<file path="src/rtl/ldst_write_buffer.sv">
// Posted-write buffer between the core load/store port and the downstream router.
// Optional store-to-load forwarding is enabled by defining WBUF_FORWARD_EN.
module ldst_write_buffer #(
    parameter int DEPTH  = 4,
    parameter int ADDR_W = 30,
    parameter int DATA_W = 32
) (
    input  logic              clk,
    input  logic              rst,
    input  logic              core_start,
    input  logic              core_write,
    input  logic [ADDR_W-1:0] core_addr,
    input  logic [DATA_W-1:0] core_data_wr,
    output logic              core_ready,
    output logic [DATA_W-1:0] core_data_rd,
    output logic              mem_start,
    output logic              mem_write,
    output logic [ADDR_W-1:0] mem_addr,
    output logic [DATA_W-1:0] mem_data_wr,
    input  logic              mem_ready,
    input  logic [DATA_W-1:0] mem_data_rd,
    output logic              wb_empty
);
    localparam int PTR_W = $clog2(DEPTH);
    localparam int CNT_W = PTR_W + 1;
    localparam logic [CNT_W-1:0] FULL_COUNT = CNT_W'(DEPTH);

    typedef enum logic [1:0] {IDLE, WR_WAIT, RD_WAIT} state_t;
    state_t state_reg, state_next;

    logic [ADDR_W-1:0] addr_mem [DEPTH];
    logic [DATA_W-1:0] data_mem [DEPTH];

    logic [PTR_W-1:0]  rd_ptr_reg, wr_ptr_reg;
    logic [CNT_W-1:0]  count_reg;
    logic              pend_valid_reg, pend_write_reg;
    logic [ADDR_W-1:0] pend_addr_reg;
    logic [DATA_W-1:0] pend_data_reg;
    logic              core_ready_reg;
    logic [DATA_W-1:0] core_data_rd_reg;

    logic              full, empty, accept, direct_push, pend_push, push, pop, rd_done;
    logic [ADDR_W-1:0] push_addr, head_addr;
    logic [DATA_W-1:0] push_data, head_data;
    logic              fwd_load;
    logic [DATA_W-1:0] fwd_data;

    assign full        = (count_reg == FULL_COUNT);
    assign empty       = (count_reg == '0);
    assign accept      = core_start && !pend_valid_reg;
    assign direct_push = accept && core_write && !full;
    // A store parked while full enters as soon as the registered count shows a free slot.
    assign pend_push   = pend_valid_reg && pend_write_reg && !full;
    assign push        = direct_push || pend_push;
    assign push_addr   = pend_push ? pend_addr_reg : core_addr;
    assign push_data   = pend_push ? pend_data_reg : core_data_wr;
    assign pop         = (state_reg == WR_WAIT) && mem_ready;
    assign rd_done     = (state_reg == RD_WAIT) && mem_ready;
    assign head_addr   = addr_mem[rd_ptr_reg];
    assign head_data   = data_mem[rd_ptr_reg];

`ifdef WBUF_FORWARD_EN
    logic [DEPTH-1:0] fwd_match;
    logic             fwd_hit;

    for (genvar gi = 0; gi < DEPTH; gi++) begin : g_fwd
        logic [PTR_W-1:0] slot;
        assign slot          = rd_ptr_reg + PTR_W'(gi);
        assign fwd_match[gi] = (CNT_W'(gi) < count_reg) && (addr_mem[slot] == core_addr);
    end

    // Offsets grow from oldest to youngest, so the last match wins.
    always_comb begin
        fwd_hit  = 1'b0;
        fwd_data = '0;
        for (int i = 0; i < DEPTH; i++) begin
            if (fwd_match[i]) begin
                fwd_hit  = 1'b1;
                fwd_data = data_mem[rd_ptr_reg + PTR_W'(i)];
            end
        end
    end

    assign fwd_load = accept && !core_write && fwd_hit;
`else
    assign fwd_load = 1'b0;
    assign fwd_data = '0;
`endif

    always_ff @(posedge clk) begin
        if (push) begin
            addr_mem[wr_ptr_reg] <= push_addr;
            data_mem[wr_ptr_reg] <= push_data;
        end
    end

    always_ff @(posedge clk or posedge rst) begin
        if (rst) begin
            state_reg        <= IDLE;
            rd_ptr_reg       <= '0;
            wr_ptr_reg       <= '0;
            count_reg        <= '0;
            pend_valid_reg   <= 1'b0;
            pend_write_reg   <= 1'b0;
            pend_addr_reg    <= '0;
            pend_data_reg    <= '0;
            core_ready_reg   <= 1'b0;
            core_data_rd_reg <= '0;
        end else begin
            state_reg <= state_next;
            if (push) begin
                wr_ptr_reg <= wr_ptr_reg + 1'b1;
            end
            if (pop) begin
                rd_ptr_reg <= rd_ptr_reg + 1'b1;
            end
            case ({push, pop})
                2'b10:   count_reg <= count_reg + 1'b1;
                2'b01:   count_reg <= count_reg - 1'b1;
                default: count_reg <= count_reg;
            endcase
            if (accept && !direct_push && !fwd_load) begin
                pend_valid_reg <= 1'b1;
                pend_write_reg <= core_write;
                pend_addr_reg  <= core_addr;
                pend_data_reg  <= core_data_wr;
            end else if (pend_push || rd_done) begin
                pend_valid_reg <= 1'b0;
            end
            core_ready_reg <= push || rd_done || fwd_load;
            if (rd_done) begin
                core_data_rd_reg <= mem_data_rd;
            end else if (fwd_load) begin
                core_data_rd_reg <= fwd_data;
            end
        end
    end

    // Downstream fields come only from the head entry or the parked load, both frozen while waiting.
    always_comb begin
        state_next  = state_reg;
        mem_start   = 1'b0;
        mem_write   = 1'b0;
        mem_addr    = '0;
        mem_data_wr = '0;
        case (state_reg)
            IDLE: begin
                if (!empty) begin
                    mem_start   = 1'b1;
                    mem_write   = 1'b1;
                    mem_addr    = head_addr;
                    mem_data_wr = head_data;
                    state_next  = WR_WAIT;
                end else if (pend_valid_reg && !pend_write_reg) begin
                    mem_start  = 1'b1;
                    mem_addr   = pend_addr_reg;
                    state_next = RD_WAIT;
                end
            end
            WR_WAIT: begin
                mem_write   = 1'b1;
                mem_addr    = head_addr;
                mem_data_wr = head_data;
                if (mem_ready) begin
                    state_next = IDLE;
                end
            end
            RD_WAIT: begin
                mem_addr = pend_addr_reg;
                if (mem_ready) begin
                    state_next = IDLE;
                end
            end
            default: state_next = IDLE;
        endcase
    end

    assign core_ready   = core_ready_reg;
    assign core_data_rd = core_data_rd_reg;
    assign wb_empty     = empty && (state_reg == IDLE) && !(pend_valid_reg && pend_write_reg);

    core_start_when_pending: assert property (@(posedge clk) disable iff (rst)
        !(core_start && pend_valid_reg));

endmodule

</file>
<file path="config.mk">
export PLATFORM = sky130hd
export DESIGN_NAME = ldst_write_buffer
export DESIGN_NICKNAME = d
export VERILOG_FILES = /design/src/rtl/ldst_write_buffer.sv
export SDC_FILE = /design/constraint.sdc
export NUM_CORES = 1
export LEC_CHECK = 0
export ABC_CLOCK_PERIOD_IN_PS = 6000
export BUFFER_PORTS_ARGS = -buffer_cell sky130_fd_sc_hd__buf_2
export CAP_MARGIN = 5
export CELL_PAD_IN_SITES_DETAIL_PLACEMENT = 0
export CELL_PAD_IN_SITES_GLOBAL_PLACEMENT = 1
export CORE_AREA = 4 4 197 199
export CTS_CLUSTER_DIAMETER = 40
export DETAILED_ROUTE_END_ITERATION = 12
export DIE_AREA = 0 0 201 203
export HOLD_SLACK_MARGIN = 0.1
export PLACE_DENSITY = 0.7
export SYNTH_ARGS = -nofsm -noshare
export SYNTH_HDL_FRONTEND = slang
export SYNTH_SLANG_ARGS = --single-unit
export TNS_END_PERCENT = 20
</file>
<file path="constraint.sdc">
create_clock -name clk -period 6 [get_ports clk]
set_input_delay 1.8 -clock clk [delete_from_list [all_inputs] [get_ports clk]]
set_output_delay 1.8 -clock clk [all_outputs]
set_load 0.01 [all_outputs]
</file>
==> metrics.md, run 1 <==
| Metric | Value |
|---|---|
| Worst slack, placed | 1.673 ns |
| Clock sink count | around 350 |
| GRT Total Usage | between 15 and 20% |
| Synth unique cells | 37 |
| Largest Register | data_mem |
| Post-Synthesis Cells | ~800 |
| Worst Skew | 0.01756 ns |
| Fraction of registers with async set/reset | about 30% |
| Syn Nets | just over 900 |
| Slew margin rel. | 24.82% |
| R2R Path End | addr_mem[3][29]$_DFFE_PP_ |
| DP HPWL | between 15 and 20 mm |
| First-pass GRT wire length | approximately 51 mm |
| Final setup violating endpoints | 0 |
| Largest regs | data_mem (128), addr_mem (120) |
| Min-delay src | core_data_rd[2]$_DFFE_PP0P_ |
| Sequential area share after synthesis | 68.89% |
| Pleak | 6.935 nW |
| # port buffers | approximately 200 |
| Unrepaired setup endpoints after global routing | false |
| Worst-path clk slew | approximately 0.06 ns |
| Post-synth top flop | edfxtp_1 |
| PnR worst setup slack | about 1.2 ns |
| Hold Vio Cnt, Final | 0 |
| CTS Buffer Depth | 3 |
| Die height | approximately 200 µm |
| Vias per std cell | 5.096 |
| Synth Area per Inst | approximately 18 µm² |
| DR WL/cell | approximately 21 µm |
| CP required | between 4 and 5 ns |
| Setup bufs post-CTS | 0 |
| Status | finished clean |
| Die Width | 201 µm |
| Critical path class | flip-flop to primary output |
| Worst-Skew Late Latency | approximately 0.56 ns |
| Site row count | 71 |
| CTS tree | yes |
| Synthesized flop and latch total | between 300 and 400 |
| Mapped Area | around 15000 µm² |
| Drc violations | 0 |
| Largest register FFs | between 100 and 150 |
| Max Freq | approximately 210 MHz |
| Cell Pwr Density | just under 600 nW/µm² |
| Hold WC Path Type | flip-flop to flip-flop |
| Quantity of gates resized following cts | 0 |
| Kind of end point of the critical path | primary output |
| Number of fillers in the final layout | roughly 3200 |
| IO Pins | ~200 |
| Final Cycle Share | approximately 80% |
| R2r setup slk | about 3.3 ns |
| Reg2Reg Depth | 3 |
| Largest cells by area after synthesis | edfxtp_1 51%, dfrtp_1 18%, mux2_2 12%, mux4_2 9.5%, inv_1 1.8% |
| Placer congestion estimate | between 0.6 and 0.7 |
| Synth cell count leaders | 248 x edfxtp_1, 156 x mux2_2, 106 x dfrtp_1, 71 x inv_1, 62 x mux4_2 |
| Yosys top cell area share | between 50% and 60% |
| Ys Warns | 0 |
| Number of synthesized flops with an enable pin | between 200 and 250 |
| Hold buffer count at cts | 0 |
| Max_cap viols | 0 |
| Most frequent cell after synthesis | edfxtp_1 |
| Worst ir drop on vdd | 0.3475 mV |
| Detail Route Antenna Nets | 0 |
| Slew @ Worst Pin | between 1 and 1.5 ns |
| Hold Crit Depth | 1 |
| Antenna violations before repair | 3 |
| Num CTS Buffers | 52 |
| Core area | 37220 µm² |
| Multi-input gate area | a little over 4000 µm² |
| H-Tree Level Count | 2 |
| Worst EP arrival | between 2 and 3 ns |
| Area Growth Syn to Fin | 21.49% |
| Final Max Slew Viols | 0 |
| Initial Util | 39.39% |
| Hold Path Sink | core_data_rd[2]$_DFFE_PP0P_ |
| Drt pass-1 iters | 4 |
| Reg-to-reg startpoint | count_reg[2]$_DFFE_PP0P_ |
| Number of global-route vias before repair | approximately 8700 |
| Final WL | 32.32 mm |
| NumNets Final | 1126 |
| Critical Path Fanout Max | 46 |
| Minimum clock period | 4.777 ns |
| Register Area | about 10000 µm² |
| Initial DRC Count | ~340 |
| Dominant cell type by area after synthesis | edfxtp_1 |
| Largest net degree at the start of global routing | 64 |
| Via total after detailed routing | about 7800 |
| Die area | approximately 41000 µm² |
| Root buffer cell | clkbuf_16 |
| TNS Setup | 0 ns |
| Grt ovf | 0 |
| Layout cells sized above 1 | 49.39% |
| Crit start category | flip-flop |
metrics by stage:
step	cell area [µm²]	util [%]	std cells	hold slack [ns]	power, mW
after floorplan	14660	-	801	0.4749	6.349
after global placement	16120	43.31	1437	0.4815	7.586
after detailed placement	16120	43.31	1437	0.4884	7.664
after CTS	17810	47.84	1533	0.5009	10.59
after global routing	17810	47.84	1533	0.5130	11.04
final	17810	47.85	1535	0.5002	10.40
cells by family (layout without fill, tap and decap cells):
kind of cell	count (synthesis)	count (layout)	share of synthesized area [%]
flip-flops	354	354	68.89
buffers and inverters	114	372	3.533
adder cells (fa/ha/maj)	10	10	0.9047
XOR/XNOR	6	6	0.3585
multiplexers	220	220	21.65
AO/OA/AOI/OAI	44	44	2.509
other	0	2	0
AND/OR/NAND/NOR	53	53	2.151
worst max-delay path by stage:
stage	to	cells past startpoint	start
global placement	mem_data_wr[31]	4	rd_ptr_reg[0]$_DFFE_PP0P_
floorplan	core_data_rd[0]$_DFFE_PP0P_	1	rst
global route	mem_data_wr[31]	4	rd_ptr_reg[0]$_DFFE_PP0P_
detailed placement	mem_data_wr[31]	4	rd_ptr_reg[0]$_DFFE_PP0P_
CTS	mem_data_wr[31]	4	rd_ptr_reg[0]$_DFFE_PP0P_
finish	mem_data_wr[31]	4	rd_ptr_reg[0]$_DFFE_PP0P_
routing by layer:
layer  track usage (%)  up-vias  routed length, µm
li1                  -     3516                  -
met1             20.46     3987              13790
met2             26.17      257              15230
met3             5.398       57               2519
met4             5.211        6                732
met5                 0        -                 45
critical path, stage by stage, from the launching register on:
cell,delay (ns)
dfrtp_4,1.08
buf_4,0.39
mux4_2,0.58
nor2b_1,0.16
buf_2,0.18
layout make-up:
type | count | area share, %
Clock buffer | 61 | 7.784
Sequential cell | 354 | 56.75
Clock inverter | 35 | 1.672
Timing Repair Buffer | 205 | 5.957
Inverter | 71 | 1.510
Multi-Input combinational cell | 333 | 22.97
Antenna cell | 2 | 0.02810
Tap cell | 474 | 3.330
power breakdown:
| part | internal, mW | switching, mW |
|---|---|---|
| sequential | 3.61 | 0.482 |
| clock | 1.76 | 1.12 |
| combinational | 1.63 | 1.80 |
cell usage in the layout, fill, tap and decap left out, types with 9 or more instances in the layout:
cell type / instances
buf_2: 196
clkbuf_16: 53
dfrtp_1: 104
edfxtp_1: 248
ha_1: 9
inv_1: 70
mux2_2: 156
mux4_2: 62
nor2b_1: 33
o32ai_1: 30
No activity file was read; power rests on OpenSTA's default activity.
==> run 2: changes to the inputs <==
Settings changed: ABC_AREA from default to 1, ABC_CLOCK_PERIOD_IN_PS 6000 to 4500, CORE_AREA 4 4 197 199 to 4 4 201 203, DIE_AREA 0 0 201 203 to 0 0 205 207, PLACE_DENSITY 0.7 to 0.75.
Clock period 6 ns to 4.5 ns, I/O delays scaled along.
==> run 2 against run 1 <==
Effect of this change:
- combinational power increased by 62%
- synthesized area increased by 3.8%
- setup slack got worse by 0.67 ns
- clock skew decreased by 0.0012 ns
- largest power group is now combinational logic
- critical path depth increased by 4
==> metrics.md, run 2 <==
| Metric | Value |
|---|---|
| Status | finished clean |
| Synthesized flop and latch total | 354 (unchanged) |
| Initial DRC Count | 586 (+75%) |
| Die height | 207 µm (+2.0%) |
| Slew margin rel. | 28.49% (+3.7 points) |
| Layout Cells excl Fill | 2195 (+43%) |
| Worst Setup EP | mem_data_wr[24] |
| Max_cap viols | 0 (unchanged) |
| Final Cell Area | 18370 µm² (+3.2%) |
| Synth Area per Inst | 10.52 µm² (-43%) |
| Drt pass-1 iters | 6 (+2) |
| Synth cell count leaders | 442 x nand2_1, 248 x edfxtp_1, 135 x nor2_1, 126 x o21ai_0, 116 x inv_1 |
| Final WL | 36.00 mm (+11%) |
| Clock sink count | 354 (unchanged) |
| Largest register FFs | 128 (unchanged) |
| Root buffer cell | clkbuf_16 |
| Site row count | 72 (+1.4%) |
| Slew @ Worst Pin | 1.073 ns (-0.05495 ns) |
| IO Pins | 197 (unchanged) |
| Worst-path clk slew | 0.05 ns (about the same) |
| Unrepaired setup endpoints after global routing | false |
| Number of synthesized flops with an enable pin | 248 (unchanged) |
| Yosys top cell area share | 48.96% (-1.8 points) |
| # port buffers | 196 (unchanged) |
| Area Growth Syn to Fin | 20.79% |
| Crit start category | flip-flop |
| Most frequent cell after synthesis | nand2_1 |
| Ys Warns | 0 (unchanged) |
| Max Freq | 253.6 MHz |
| Core area | 38470 µm² (+3.3%) |
| Worst-Skew Late Latency | 0.56 ns (about the same) |
| Worst Skew | 0.01638 ns (-0.001182 ns) |
| Hold WC Path Type | flip-flop to flip-flop |
| R2r setup slk | 1.64 ns (-1.67 ns) |
| R2R Path End | count_reg[2]$_DFFE_PP0P_ |
| Final Power | 14.42 mW (+39%) |
| Die Width | 205 µm (+2.0%) |
| GRT Total Usage | 16.95% (+0.88 points) |
| Reg-to-reg startpoint | count_reg[0]$_DFFE_PP0P_ |
| Largest net degree at the start of global routing | 127 (+98%) |
| Final Cycle Share | ~90% |
| Placed cell area | 16730 µm² (+3.8%) |
| Critical path class | flip-flop to primary output |
| Largest cells by area after synthesis | edfxtp_1 49%, dfrtp_1 17%, nand2_1 11%, o21ai_0 4.1%, nor2_1 3.3% |
| Post-Synthesis Cells | 1446 (+81%) |
| Reg2Reg Depth | 11 (+8) |
| Quantity of gates resized following cts | 0 (unchanged) |
| Final setup violating endpoints | 0 (unchanged) |
| Synth unique cells | 30 (-19%) |
| Worst ir drop on vdd | 0.5811 mV (+67%) |
| Num CTS Buffers | 50 (-3.8%) |
| Hold Vio Cnt, Final | 0 (unchanged) |
| Largest regs | data_mem (128), addr_mem (120) |
| First-pass GRT wire length | 57.27 mm (+13%) |
| Pleak | 8.113 nW (+17%) |
| Die area | 42440 µm² (+4.0%) |
| CP required | 3.15 ns (-1.05 ns) |
| DP HPWL | 21.33 mm (+15%) |
| DP Cell Count | 2100 (+46%) |
| Hold buffer count at cts | 0 (unchanged) |
| CTS tree | yes |
| Cell Pwr Density | 785.0 nW/µm² (+34%) |
| Number of global-route vias before repair | 10710 (+23%) |
| Worst slack, placed | 1.031 ns (-0.6417 ns) |
| Commonest non-fill, non-tap cell in the layout | nand2_1 |
| Dominant cell type by area after synthesis | edfxtp_1 |
| Post-synth top flop | edfxtp_1 |
| DR WL/cell | 16.40 µm (-22%) |
| Sequential area share after synthesis | 66.40% (-2.5 points) |
| Final Max Slew Viols | 0 (unchanged) |
| Grt ovf | 0 (unchanged) |
| Worst EP arrival | 2.59 ns (-0.39 ns) |
| PnR worst setup slack | 0.5561 ns (-0.6668 ns) |
| Largest Register | data_mem |
| H-Tree Level Count | 2 (unchanged) |
| CTS Buffer Depth | 3 (unchanged) |
| NumNets Final | 1743 (+55%) |
| Detail Route Antenna Nets | 0 (unchanged) |
| Mapped Area | 15210 µm² (+3.8%) |
| Kind of end point of the critical path | primary output |
| Layout cells sized above 1 | 23.03% (-26 points) |
| Initial Util | 39.54% (+0.16 points) |
| Commonest non-fill, non-tap cells in the layout | 442 x nand2_1, 248 x edfxtp_1, 196 x buf_2 |
| Critical Path Fanout Max | 48 (+4.3%) |
| Crit path from | state_reg[0]$_DFFE_PP0P_ |
| Vias per std cell | 4.793 (-6.0%) |
| Placer congestion estimate | 0.7590 (+11%) |
| Syn Nets | 1555 (+71%) |
| Minimum clock period | between 3 and 4 ns |
| Setup bufs post-CTS | 0 (unchanged) |
| Drc violations | 0 (unchanged) |
| Antenna violations before repair | 2 (-1) |
| Fraction of registers with async set/reset | 29.94% (unchanged) |
| Via total after detailed routing | 10520 (+34%) |
run 2: area by class of cell:
type / instances / area (µm²)
antenna: 1 / 2.502
clock buffer: 62 / 1400
clock inverter: 32 / 244.0
fill: 3551 / 20090
inverter: 119 / 451.7
multi-input combinational: 892 / 4284
sequential: 354 / 10100
tap: 518 / 648.1
timing repair buffer: 217 / 1239
run 2: worst min-delay path by stage:
| stage | from | endpoint | slack, ns | cells after the start |
|---|---|---|---|---|
| 3_3_place_gp | pend_data_reg[24]$_DFFE_PP0P_ | pend_data_reg[24]$_DFFE_PP0P_ | 0.47 | 2 |
| 3_5_place_dp | pend_data_reg[19]$_DFFE_PP0P_ | pend_data_reg[19]$_DFFE_PP0P_ | 0.47 | 2 |
| 2_1_floorplan | pend_data_reg[10]$_DFFE_PP0P_ | pend_data_reg[10]$_DFFE_PP0P_ | 0.45 | 2 |
| 4_1_cts | pend_data_reg[11]$_DFFE_PP0P_ | pend_data_reg[11]$_DFFE_PP0P_ | 0.49 | 2 |
| 6_report | pend_data_reg[3]$_DFFE_PP0P_ | pend_data_reg[3]$_DFFE_PP0P_ | 0.48 | 2 |
| 5_1_grt | pend_data_reg[19]$_DFFE_PP0P_ | pend_data_reg[19]$_DFFE_PP0P_ | 0.51 | 2 |
run 2: cells by family (layout without fill, tap and decap cells):
kind of cell / Yosys count / count (layout) / share of synthesized area (%)
AND/OR/NAND/NOR: 589 / 589 / 14.76
flip-flops: 354 / 354 / 66.40
AO/OA/AOI/OAI: 257 / 257 / 9.583
buffers and inverters: 200 / 430 / 5.791
multiplexers: 32 / 32 / 2.369
adder cells (fa/ha/maj): 10 / 10 / 0.8719
XOR/XNOR: 4 / 4 / 0.2304
other: 0 / 1 / 0
run 2: metal layers:
metal	part of all wire [%]	up-vias	track usage, %	wire [µm]
li1	-	5173	-	-
met1	44	5039	22.02	15840
met2	48	250	28.20	17170
met3	6.0	56	4.442	2159
met4	2.3	2	4.782	821
met5	0.019	-	0	7
run 2: metrics by stage:
step	hold WS (ns)	utilization, %	TNS [ns]
after floorplan	0.4537	-	-109.06
after global placement	0.4673	43.48	0
after detailed placement	0.4735	43.48	0
after CTS	0.4871	47.76	0
after global routing	0.5078	47.77	0
final	0.4843	47.77	0
run 2: critical path: stages (launching register included):
cell	delay, ns
dfrtp_1	0.40
inv_1	0.09
ha_1	0.25
nand2_1	0.13
nand2_4	0.53
buf_4	0.33
nand2_1	0.07
inv_1	0.06
buf_2	0.15
run 2: power breakdown:
part           leakage (nW)  internal, mW  switching [mW]
logic                  3.81          1.82            3.75
registers              3.51          4.78           0.329
clock network         0.799          2.29            1.45
total                  8.11          8.90            5.53
